File: config.mk
export PLATFORM = sky130hd
export DESIGN_NAME = ptw_mem_arbiter_flat
export DESIGN_NICKNAME = d
export VERILOG_FILES = /design/src/rtl/ptw_mem_arbiter_pkg.sv /design/src/rtl/ptw_mem_arbiter_if.sv /design/src/rtl/ptw_mem_arbiter_req_capture.sv /design/src/rtl/ptw_mem_arbiter.sv /design/src/flat_wrapper.sv
export SDC_FILE = /design/constraint.sdc
export NUM_CORES = 1
export LEC_CHECK = 0
export CORE_UTILIZATION = 51
export DETAILED_ROUTE_END_ITERATION = 10
export GPL_TIMING_DRIVEN = 1
export HOLD_SLACK_MARGIN = 0.03
export MAX_ROUTING_LAYER = met4
export PLACE_DENSITY = 0.9
export REMOVE_ABC_BUFFERS = 1
export SLEW_MARGIN = 20
export SYNTH_ARGS = -nofsm -noshare
export SYNTH_HDL_FRONTEND = slang
export SYNTH_SLANG_ARGS = --single-unit
File: constraint.sdc
create_clock -name CLK -period 2.89 [get_ports CLK]
set_clock_uncertainty 0.1 [all_clocks]
set_input_delay 0.578 -clock CLK [delete_from_list [all_inputs] [get_ports CLK]]
set_output_delay 0.578 -clock CLK [all_outputs]
set_load 0.1 [all_outputs]
File: src/rtl/ptw_mem_arbiter_pkg.sv
`default_nettype none
// ============================================================================
// Package     : ptw_arb_pkg
// Description : Shared constants for the page-table-walk memory arbiter:
//               FSM state encoding and requester identifiers.
// Revision    : 1.0 - initial release
// ============================================================================
package ptw_arb_pkg;

  typedef logic [1:0] state_t;

  localparam state_t IDLE      = 2'd0;
  localparam state_t ISSUE     = 2'd1;
  localparam state_t WAIT_RESP = 2'd2;

  localparam logic REQ_I = 1'b0;
  localparam logic REQ_D = 1'b1;

  // Round-robin choice among requesters that still want service.
  // With both eligible the pointer decides, otherwise the single one wins.
  function automatic logic rr_pick(input logic want_i, input logic want_d,
                                   input logic rr_ptr);
    return (want_i && want_d) ? rr_ptr : want_d;
  endfunction

endpackage
`default_nettype wire

File: src/rtl/ptw_mem_arbiter_if.sv
`default_nettype none
// ============================================================================
// Interface   : ptw_mem_arbiter_if
// Description : Bundles both TLB walker ports, the AXI read-master port and
//               the arbiter status outputs.
//               slave  : arbiter view (takes requests/read data, drives
//                        address, PTE returns and status)
//               master : environment view (TLBs and AXI master)
// Revision    : 1.0 - initial release
// ============================================================================
interface ptw_mem_arbiter_if #(
  parameter int ADDR_WIDTH = 64,
  parameter int DATA_WIDTH = 64
);
  // ITLB walker port
  logic                  I_ADDR_VALID;
  logic [ADDR_WIDTH-1:0] I_ADDR;
  logic                  I_KILL;
  logic                  I_DATA_VALID;
  logic [DATA_WIDTH-1:0] I_DATA;
  // DTLB walker port
  logic                  D_ADDR_VALID;
  logic [ADDR_WIDTH-1:0] D_ADDR;
  logic                  D_KILL;
  logic                  D_DATA_VALID;
  logic [DATA_WIDTH-1:0] D_DATA;
  // AXI read master port
  logic                  M_ADDR_VALID;
  logic [ADDR_WIDTH-1:0] M_ADDR;
  logic                  M_ADDR_READY;
  logic                  M_DATA_VALID;
  logic [DATA_WIDTH-1:0] M_DATA;
  // Status
  logic                  BUSY;
  logic                  OWNER;
  logic [1:0]            OVERFLOW;

  modport slave (
    input  I_ADDR_VALID, I_ADDR, I_KILL,
    output I_DATA_VALID, I_DATA,
    input  D_ADDR_VALID, D_ADDR, D_KILL,
    output D_DATA_VALID, D_DATA,
    output M_ADDR_VALID, M_ADDR,
    input  M_ADDR_READY, M_DATA_VALID, M_DATA,
    output BUSY, OWNER, OVERFLOW
  );

  modport master (
    output I_ADDR_VALID, I_ADDR, I_KILL,
    input  I_DATA_VALID, I_DATA,
    output D_ADDR_VALID, D_ADDR, D_KILL,
    input  D_DATA_VALID, D_DATA,
    input  M_ADDR_VALID, M_ADDR,
    output M_ADDR_READY, M_DATA_VALID, M_DATA,
    input  BUSY, OWNER, OVERFLOW
  );

endinterface
`default_nettype wire

File: src/rtl/ptw_mem_arbiter_req_capture.sv
`default_nettype none
// ============================================================================
// Module      : ptw_req_capture
// Description : Per-requester walk-read capture: pending flag, address
//               register and sticky overflow flag. Kill beats a same-cycle
//               request; a request arriving while one is already pending is
//               dropped (address kept) and flagged as overflow.
// Ports       : clk, rst_n      - clock, async active-low reset
//               i_addr_valid    - request pulse
//               i_addr          - request address
//               i_kill          - abandon this requester's request
//               i_clear         - request granted by the arbiter
//               o_pending       - request waiting for grant
//               o_addr          - captured address
//               o_overflow      - sticky overflow flag
// Revision    : 1.0 - initial release
// ============================================================================
module ptw_req_capture #(
  parameter int ADDR_WIDTH = 64
) (
  input  wire logic                  clk,
  input  wire logic                  rst_n,
  input  wire logic                  i_addr_valid,
  input  wire logic [ADDR_WIDTH-1:0] i_addr,
  input  wire logic                  i_kill,
  input  wire logic                  i_clear,
  output logic                       o_pending,
  output logic [ADDR_WIDTH-1:0]      o_addr,
  output logic                       o_overflow
);

  logic                  r_pending;
  logic [ADDR_WIDTH-1:0] r_addr;
  logic                  r_overflow;

  always_ff @(posedge clk or negedge rst_n) begin
    if (!rst_n) begin
      r_pending  <= 1'b0;
      r_addr     <= '0;
      r_overflow <= 1'b0;
    end else begin
      if (i_kill) begin
        r_pending <= 1'b0;
      end else if (i_addr_valid && !r_pending) begin
        r_pending <= 1'b1;
        r_addr    <= i_addr;
      end else if (i_clear) begin
        r_pending <= 1'b0;
      end
      // A pulse landing on an already-pending request is lost; remember it.
      if (i_addr_valid && r_pending && !i_kill) begin
        r_overflow <= 1'b1;
      end
    end
  end

  assign o_pending  = r_pending;
  assign o_addr     = r_addr;
  assign o_overflow = r_overflow;

endmodule
`default_nettype wire

File: src/rtl/ptw_mem_arbiter.sv
`default_nettype none
// ============================================================================
// Module      : ptw_mem_arbiter
// Description : Shares one page-table-walk AXI read port between ITLB and
//               DTLB. Captures request pulses, grants round-robin, keeps a
//               single read outstanding and routes the returned PTE only to
//               the owning requester. A kill on the owner mid-flight lets
//               the AXI transfer finish but suppresses the PTE return.
// Ports       : CLK, RSTN - clock, async active-low reset
//               bus       - ptw_mem_arbiter_if.slave (both TLB walker ports,
//                           AXI read master, BUSY/OWNER/OVERFLOW status)
// Revision    : 1.0 - initial release
// ============================================================================
module ptw_mem_arbiter
  import ptw_arb_pkg::*;
#(
  parameter int ADDR_WIDTH = 64,
  parameter int DATA_WIDTH = 64
) (
  input  wire logic       CLK,
  input  wire logic       RSTN,
  ptw_mem_arbiter_if.slave bus
);

  logic [1:0]            w_pend;
  logic [1:0]            w_kill;
  logic [1:0]            w_elig;
  logic [1:0]            w_clear;
  logic [1:0]            w_ovf;
  logic [ADDR_WIDTH-1:0] w_addr_i;
  logic [ADDR_WIDTH-1:0] w_addr_d;
  logic                  w_do_gnt;
  logic                  w_gnt;
  logic                  w_owner_kill;

  state_t                r_state;
  logic                  r_rr;
  logic                  r_owner;
  logic [1:0]            r_discard;
  logic                  r_m_valid;
  logic [ADDR_WIDTH-1:0] r_m_addr;
  logic                  r_i_dv;
  logic                  r_d_dv;
  logic [DATA_WIDTH-1:0] r_i_data;
  logic [DATA_WIDTH-1:0] r_d_data;

  ptw_req_capture #(.ADDR_WIDTH(ADDR_WIDTH)) u_cap_i (
    .clk          (CLK),
    .rst_n        (RSTN),
    .i_addr_valid (bus.I_ADDR_VALID),
    .i_addr       (bus.I_ADDR),
    .i_kill       (bus.I_KILL),
    .i_clear      (w_clear[REQ_I]),
    .o_pending    (w_pend[REQ_I]),
    .o_addr       (w_addr_i),
    .o_overflow   (w_ovf[REQ_I])
  );

  ptw_req_capture #(.ADDR_WIDTH(ADDR_WIDTH)) u_cap_d (
    .clk          (CLK),
    .rst_n        (RSTN),
    .i_addr_valid (bus.D_ADDR_VALID),
    .i_addr       (bus.D_ADDR),
    .i_kill       (bus.D_KILL),
    .i_clear      (w_clear[REQ_D]),
    .o_pending    (w_pend[REQ_D]),
    .o_addr       (w_addr_d),
    .o_overflow   (w_ovf[REQ_D])
  );

  always_comb begin
    w_kill       = {bus.D_KILL, bus.I_KILL};
    // A request being killed this cycle must not be granted.
    w_elig       = w_pend & ~w_kill;
    w_gnt        = rr_pick(w_elig[REQ_I], w_elig[REQ_D], r_rr);
    w_do_gnt     = (r_state == IDLE) && (|w_elig);
    w_clear      = 2'b00;
    if (w_do_gnt) begin
      w_clear[w_gnt] = 1'b1;
    end
    w_owner_kill = w_kill[r_owner];
  end

  always_ff @(posedge CLK or negedge RSTN) begin
    if (!RSTN) begin
      r_state   <= IDLE;
      r_rr      <= REQ_I;
      r_owner   <= REQ_I;
      r_discard <= 2'b00;
      r_m_valid <= 1'b0;
      r_m_addr  <= '0;
      r_i_dv    <= 1'b0;
      r_d_dv    <= 1'b0;
      r_i_data  <= '0;
      r_d_data  <= '0;
    end else begin
      r_i_dv <= 1'b0;
      r_d_dv <= 1'b0;
      case (r_state)
        IDLE: begin
          if (w_do_gnt) begin
            r_owner   <= w_gnt;
            r_m_addr  <= (w_gnt == REQ_D) ? w_addr_d : w_addr_i;
            r_m_valid <= 1'b1;
            r_rr      <= ~w_gnt;
            r_state   <= ISSUE;
          end
        end
        ISSUE: begin
          // AXI valid cannot be withdrawn, so a kill only marks the read.
          if (w_owner_kill) begin
            r_discard[r_owner] <= 1'b1;
          end
          if (bus.M_ADDR_READY) begin
            r_m_valid <= 1'b0;
            r_state   <= WAIT_RESP;
          end
        end
        WAIT_RESP: begin
          if (bus.M_DATA_VALID) begin
            // A kill in the return cycle also suppresses the PTE.
            if (!(r_discard[r_owner] || w_owner_kill)) begin
              if (r_owner == REQ_D) begin
                r_d_data <= bus.M_DATA;
                r_d_dv   <= 1'b1;
              end else begin
                r_i_data <= bus.M_DATA;
                r_i_dv   <= 1'b1;
              end
            end
            r_discard[r_owner] <= 1'b0;
            r_state            <= IDLE;
          end else if (w_owner_kill) begin
            r_discard[r_owner] <= 1'b1;
          end
        end
        default: begin
          r_state <= IDLE;
        end
      endcase
    end
  end

  assign bus.M_ADDR_VALID = r_m_valid;
  assign bus.M_ADDR       = r_m_addr;
  assign bus.I_DATA_VALID = r_i_dv;
  assign bus.I_DATA       = r_i_data;
  assign bus.D_DATA_VALID = r_d_dv;
  assign bus.D_DATA       = r_d_data;
  assign bus.BUSY         = (r_state != IDLE);
  assign bus.OWNER        = r_owner;
  assign bus.OVERFLOW     = w_ovf;

endmodule
`default_nettype wire

File: src/flat_wrapper.sv
// flat-port wrapper written by rule: the top's interface ports become plain ports
module ptw_mem_arbiter_flat import ptw_arb_pkg::*;
#(
  parameter int ADDR_WIDTH = 64,
  parameter int DATA_WIDTH = 64
)
  (CLK, RSTN, bus_I_ADDR_VALID, bus_I_ADDR, bus_I_KILL, bus_I_DATA_VALID, bus_I_DATA, bus_D_ADDR_VALID, bus_D_ADDR, bus_D_KILL, bus_D_DATA_VALID, bus_D_DATA, bus_M_ADDR_VALID, bus_M_ADDR, bus_M_ADDR_READY, bus_M_DATA_VALID, bus_M_DATA, bus_BUSY, bus_OWNER, bus_OVERFLOW);
  ptw_mem_arbiter_if #(.ADDR_WIDTH(ADDR_WIDTH), .DATA_WIDTH(DATA_WIDTH)) bus_i ();
  input  wire logic CLK;
  input  wire logic RSTN;
  input wire logic [$bits(bus_i.I_ADDR_VALID)-1:0] bus_I_ADDR_VALID;
  input wire logic [$bits(bus_i.I_ADDR)-1:0] bus_I_ADDR;
  input wire logic [$bits(bus_i.I_KILL)-1:0] bus_I_KILL;
  output wire logic [$bits(bus_i.I_DATA_VALID)-1:0] bus_I_DATA_VALID;
  output wire logic [$bits(bus_i.I_DATA)-1:0] bus_I_DATA;
  input wire logic [$bits(bus_i.D_ADDR_VALID)-1:0] bus_D_ADDR_VALID;
  input wire logic [$bits(bus_i.D_ADDR)-1:0] bus_D_ADDR;
  input wire logic [$bits(bus_i.D_KILL)-1:0] bus_D_KILL;
  output wire logic [$bits(bus_i.D_DATA_VALID)-1:0] bus_D_DATA_VALID;
  output wire logic [$bits(bus_i.D_DATA)-1:0] bus_D_DATA;
  output wire logic [$bits(bus_i.M_ADDR_VALID)-1:0] bus_M_ADDR_VALID;
  output wire logic [$bits(bus_i.M_ADDR)-1:0] bus_M_ADDR;
  input wire logic [$bits(bus_i.M_ADDR_READY)-1:0] bus_M_ADDR_READY;
  input wire logic [$bits(bus_i.M_DATA_VALID)-1:0] bus_M_DATA_VALID;
  input wire logic [$bits(bus_i.M_DATA)-1:0] bus_M_DATA;
  output wire logic [$bits(bus_i.BUSY)-1:0] bus_BUSY;
  output wire logic [$bits(bus_i.OWNER)-1:0] bus_OWNER;
  output wire logic [$bits(bus_i.OVERFLOW)-1:0] bus_OVERFLOW;
  assign bus_i.I_ADDR_VALID = bus_I_ADDR_VALID;
  assign bus_i.I_ADDR = bus_I_ADDR;
  assign bus_i.I_KILL = bus_I_KILL;
  assign bus_I_DATA_VALID = bus_i.I_DATA_VALID;
  assign bus_I_DATA = bus_i.I_DATA;
  assign bus_i.D_ADDR_VALID = bus_D_ADDR_VALID;
  assign bus_i.D_ADDR = bus_D_ADDR;
  assign bus_i.D_KILL = bus_D_KILL;
  assign bus_D_DATA_VALID = bus_i.D_DATA_VALID;
  assign bus_D_DATA = bus_i.D_DATA;
  assign bus_M_ADDR_VALID = bus_i.M_ADDR_VALID;
  assign bus_M_ADDR = bus_i.M_ADDR;
  assign bus_i.M_ADDR_READY = bus_M_ADDR_READY;
  assign bus_i.M_DATA_VALID = bus_M_DATA_VALID;
  assign bus_i.M_DATA = bus_M_DATA;
  assign bus_BUSY = bus_i.BUSY;
  assign bus_OWNER = bus_i.OWNER;
  assign bus_OVERFLOW = bus_i.OVERFLOW;
  ptw_mem_arbiter #(.ADDR_WIDTH(ADDR_WIDTH), .DATA_WIDTH(DATA_WIDTH)) u_core (.CLK(CLK), .RSTN(RSTN), .bus(bus_i));
endmodule
==> results.py <==
metrics = {
    "synth": {
        "post_synth_instance_area_um2": 13200,
        "synth.distinct_cells": 32,
        "synthArstFlopShare_pct": 100,
        "synthFlopType": "sky130_fd_sc_hd__dfrtp_1",
        "synthCells": 899,
        "synth_area_leaders": "sky130_fd_sc_hd__dfrtp_1, sky130_fd_sc_hd__mux2_1, sky130_fd_sc_hd__mux2_2",
        "synth-warning-count": 0,
        "number_of_enable_type_register_cells_in_the_synthesized_netlist": 0,
        "synth.yosys.seq_area_share_pct": 63.3,
        "synth_top_area_share_pct": 63.3,
        "synth_top_cell_by_area": "sky130_fd_sc_hd__dfrtp_1",
        "synth.ff_latch_count": 333,
        "postSynthAreaPerCell_um2": 14.6,
    },
    "cells_and_area": {
        "post_route_cells_drive_above_1_share_pct": 28.1,
        "fill_cells": 1583,
        "layout.core_utilization_pct": 72.2,
        "flow.area_growth_from_synthesis_pct": 38.5,
        "finish.cell_count_without_fillers": 1652,
        "final_net_count": 1498,
    },
    "clock_tree": {
        "cts_made_buffers": 35,
        "clk_root_buffer_cell": "sky130_fd_sc_hd__clkbuf_16",
        "post-cts-setup-buffer-count": 0,
        "cts.path.max_buffers": 3,
        "tritoncts": "yes",
        "htreeDepth": 2,
        "worst_skew_pair.late_latency_ns": 0.50,
        "clkSinkCount": 333,
        "clk_transition_reported_paths_ns": 0.06,
    },
    "floorplanning": {
        "boundaryPins": 399,
        "die_area_um2": 26500,
        "coreArea_um2": 25300,
        "start_util_pct": 52.2,
        "die_w_um": 163,
        "die_height_um": 163,
        "num_rows": 58,
    },
    "worst_setup_path": {
        "critical_path.slowest_cell": "sky130_fd_sc_hd__dfrtp_1",
        "wp_data_arrival_ns": 1.78,
        "category_of_the_worst_setup_path_capture_point": "output pin",
        "path_cells": "inv_1, ha_2, inv_1, buf_4",
        "critical_path.startpoint_type": "flip-flop",
        "worstPathRequired_ns": 2.21,
        "critical_path_class": "flip-flop to output pin",
        "critPathMaxStageDelay_ns": 0.38,
        "crit_top_cell": "sky130_fd_sc_hd__inv_1",
        "crit_path_max_fanout": 11,
        "reg2reg_depth": 5,
    },
    "placement": {
        "dp_cells": 1586,
        "dp.final_hpwl_um": 24600,
        "globalplace.congestion": 0.837,
        "buffer_ports.inserted": 398,
    },
    "route": {
        "via_per_inst": 5.55,
        "routed_wire_length_per_instance_um": 21.6,
        "final_antenna_net_count": 0,
        "route.final.wire_length_um": 35700,
        "drt_pass1_iterations": 4,
        "via_total_after_detailed_routing": 9168,
        "drt_iter0_drc": 506,
        "detail_route.drc_violations": 0,
    },
    "outcome": {
        "outcome": "complete, no violations",
    },
    "global_routing": {
        "global_route_wire_length_before_repair_um": 54500,
        "antenna_found_initial": 5,
        "grt_start_max_net_pins": 82,
        "grt_use_total_pct": 27.9,
        "globalRouteOverflowTotal": 0,
        "first_global_vias": 9849,
    },
    "sta": {
        "max_slew.worst_pin.slew_ns": 0.658,
        "rsz0062_at_grt": "false",
        "finalCriticalPeriod_ns": 2.45,
        "max_slew_margin_pct": 56.1,
        "final.hold.worst_slack_ns": 0.373,
        "finalSetupTns_ns": 0,
        "finalCritPeriodShare_pct": 84.9,
        "fmax_mhz": 408,
        "hold_viol": 0,
        "timing.final.setup_violations": 0,
        "slew_violations": 0,
    },
    "worst_hold_path": {
        "hold_depth": 1,
        "min_delay_worst_type": "flip-flop to flip-flop",
    },
    "flow_run": {
        "timing.max_cap.violations": 0,
    },
}
## registers in the layout, summed over array words and instances (netlist names)
register	count
u_core.r_state	2
u_core.u_cap_i.o_pending	1
u_core.r_rr	1
u_core.bus.D_DATA	64
u_core.u_cap_d.o_overflow	1
u_core.u_cap_i.o_addr	64
u_core.bus.I_DATA_VALID	1
u_core.bus.OWNER	1
u_core.u_cap_d.o_addr	64
u_core.bus.M_ADDR	64
u_core.bus.M_ADDR_VALID	1
u_core.u_cap_d.o_pending	1
u_core.bus.D_DATA_VALID	1
u_core.r_discard	2
u_core.u_cap_i.o_overflow	1
u_core.bus.I_DATA	64
## worst paths after layout
| kind | slack, ns | end | startpoint |
|---|---|---|---|
| max in group asynchronous | 1.32 | u_core.bus.D_DATA[37] | RSTN |
| min in group asynchronous | 0.59 | u_core.bus.D_DATA[27] | RSTN |
| max reg2reg | 0.68 | u_core.bus.D_DATA[29] | u_core.r_state[0] |
| min | 0.37 | u_core.u_cap_i.o_overflow | u_core.u_cap_i.o_overflow |
| max | 0.44 | bus_BUSY | u_core.r_state[1] |
| min reg2reg | 0.37 | u_core.u_cap_i.o_overflow | u_core.u_cap_i.o_overflow |
## synthesized netlist by cell type, types with 2 or more instances
library cell / instances
sky130_fd_sc_hd__dfrtp_1: 333
sky130_fd_sc_hd__nor2_1: 3
sky130_fd_sc_hd__a21oi_1: 4
sky130_fd_sc_hd__buf_4: 13
sky130_fd_sc_hd__mux2_1: 174
sky130_fd_sc_hd__inv_1: 8
sky130_fd_sc_hd__buf_6: 10
sky130_fd_sc_hd__a21o_1: 2
sky130_fd_sc_hd__a31oi_1: 2
sky130_fd_sc_hd__nor3_1: 65
sky130_fd_sc_hd__clkbuf_1: 16
sky130_fd_sc_hd__buf_2: 28
sky130_fd_sc_hd__nand2_1: 66
sky130_fd_sc_hd__nand2b_1: 2
sky130_fd_sc_hd__ha_1: 4
sky130_fd_sc_hd__mux2_2: 83
sky130_fd_sc_hd__a221o_1: 64
sky130_fd_sc_hd__nand4_1: 2
sky130_fd_sc_hd__nor2b_1: 4
sky130_fd_sc_hd__nor3b_1: 2
sky130_fd_sc_hd__a311oi_1: 3
## cell usage in the layout, fill, tap and decap left out, drive strengths merged, types with 2 or more instances in the layout
cell / count
bufinv: 2
clkinv: 8
nor3: 65
nor2b: 5
a311oi: 3
nand2b: 2
ha: 4
mux2: 257
nor2: 3
a21o: 2
diode: 5
clkdlybuf4s50: 198
a221o: 64
clkbuf: 50
dfrtp: 333
nand4: 2
buf: 226
inv: 8
nor3b: 3
a21oi: 4
nand2: 66
a31oi: 2
## through the flow
| step | setup WS, ns | area, um^2 |
|---|---|---|
| after floorplan | -3.47 | 12800 |
| after global placement | 0.418 | 17100 |
| after detailed placement | 0.317 | 17100 |
| after CTS | 0.419 | 18200 |
| after global routing | 0.318 | 18200 |
| final | 0.437 | 18200 |
## routing by layer
metal | vias up | track usage [%] | wire length, um
li1 | 4069 | - | -
met1 | 4663 | 32.1 | 13300
met2 | 368 | 45.6 | 18100
met3 | 68 | 8.40 | 3310
met4 | 0 | 11.0 | 966
met5 | - | - | 0
## final cells by class
type                    instances  area, um^2  area share, %
diodes                          5        12.5         0.0686
flip-flops and latches        333        8330           45.7
well taps                     330         413           2.26
repair buffers                425        3880           21.3
clock buffers                  50        1020           5.62
multi-input cells             491        4440           24.4
inverters                       8        30.0          0.165
clock inverters                10         100          0.549
## cells by family after synthesis
kind of cell	after synthesis	synth area share (%)
DFF	333	63.3
AOI/OAI and AO/OA	81	5.80
buffers and inverters	75	3.34
and+or+nand+nor	149	5.23
adders and majority gates	4	0.380
muxes	257	22.0
## what timing repair did
| action | in CTS | in global routing |
|---|---|---|
| hold endpoints to repair | 72 | 0 |
| resized for setup | 0 | 0 |
| hold buffers | 1 | 0 |
## worst max-delay path: cells and delay by family (launching register included)
kind	cells	cell delay [ns]
fa+ha+maj	1	0.38
buf+inv	3	0.51
flops	1	0.38
Power is left out: the tool's default activity adds up to more than one toggle a clock period on the data nets, which glitch-free logic cannot reach.
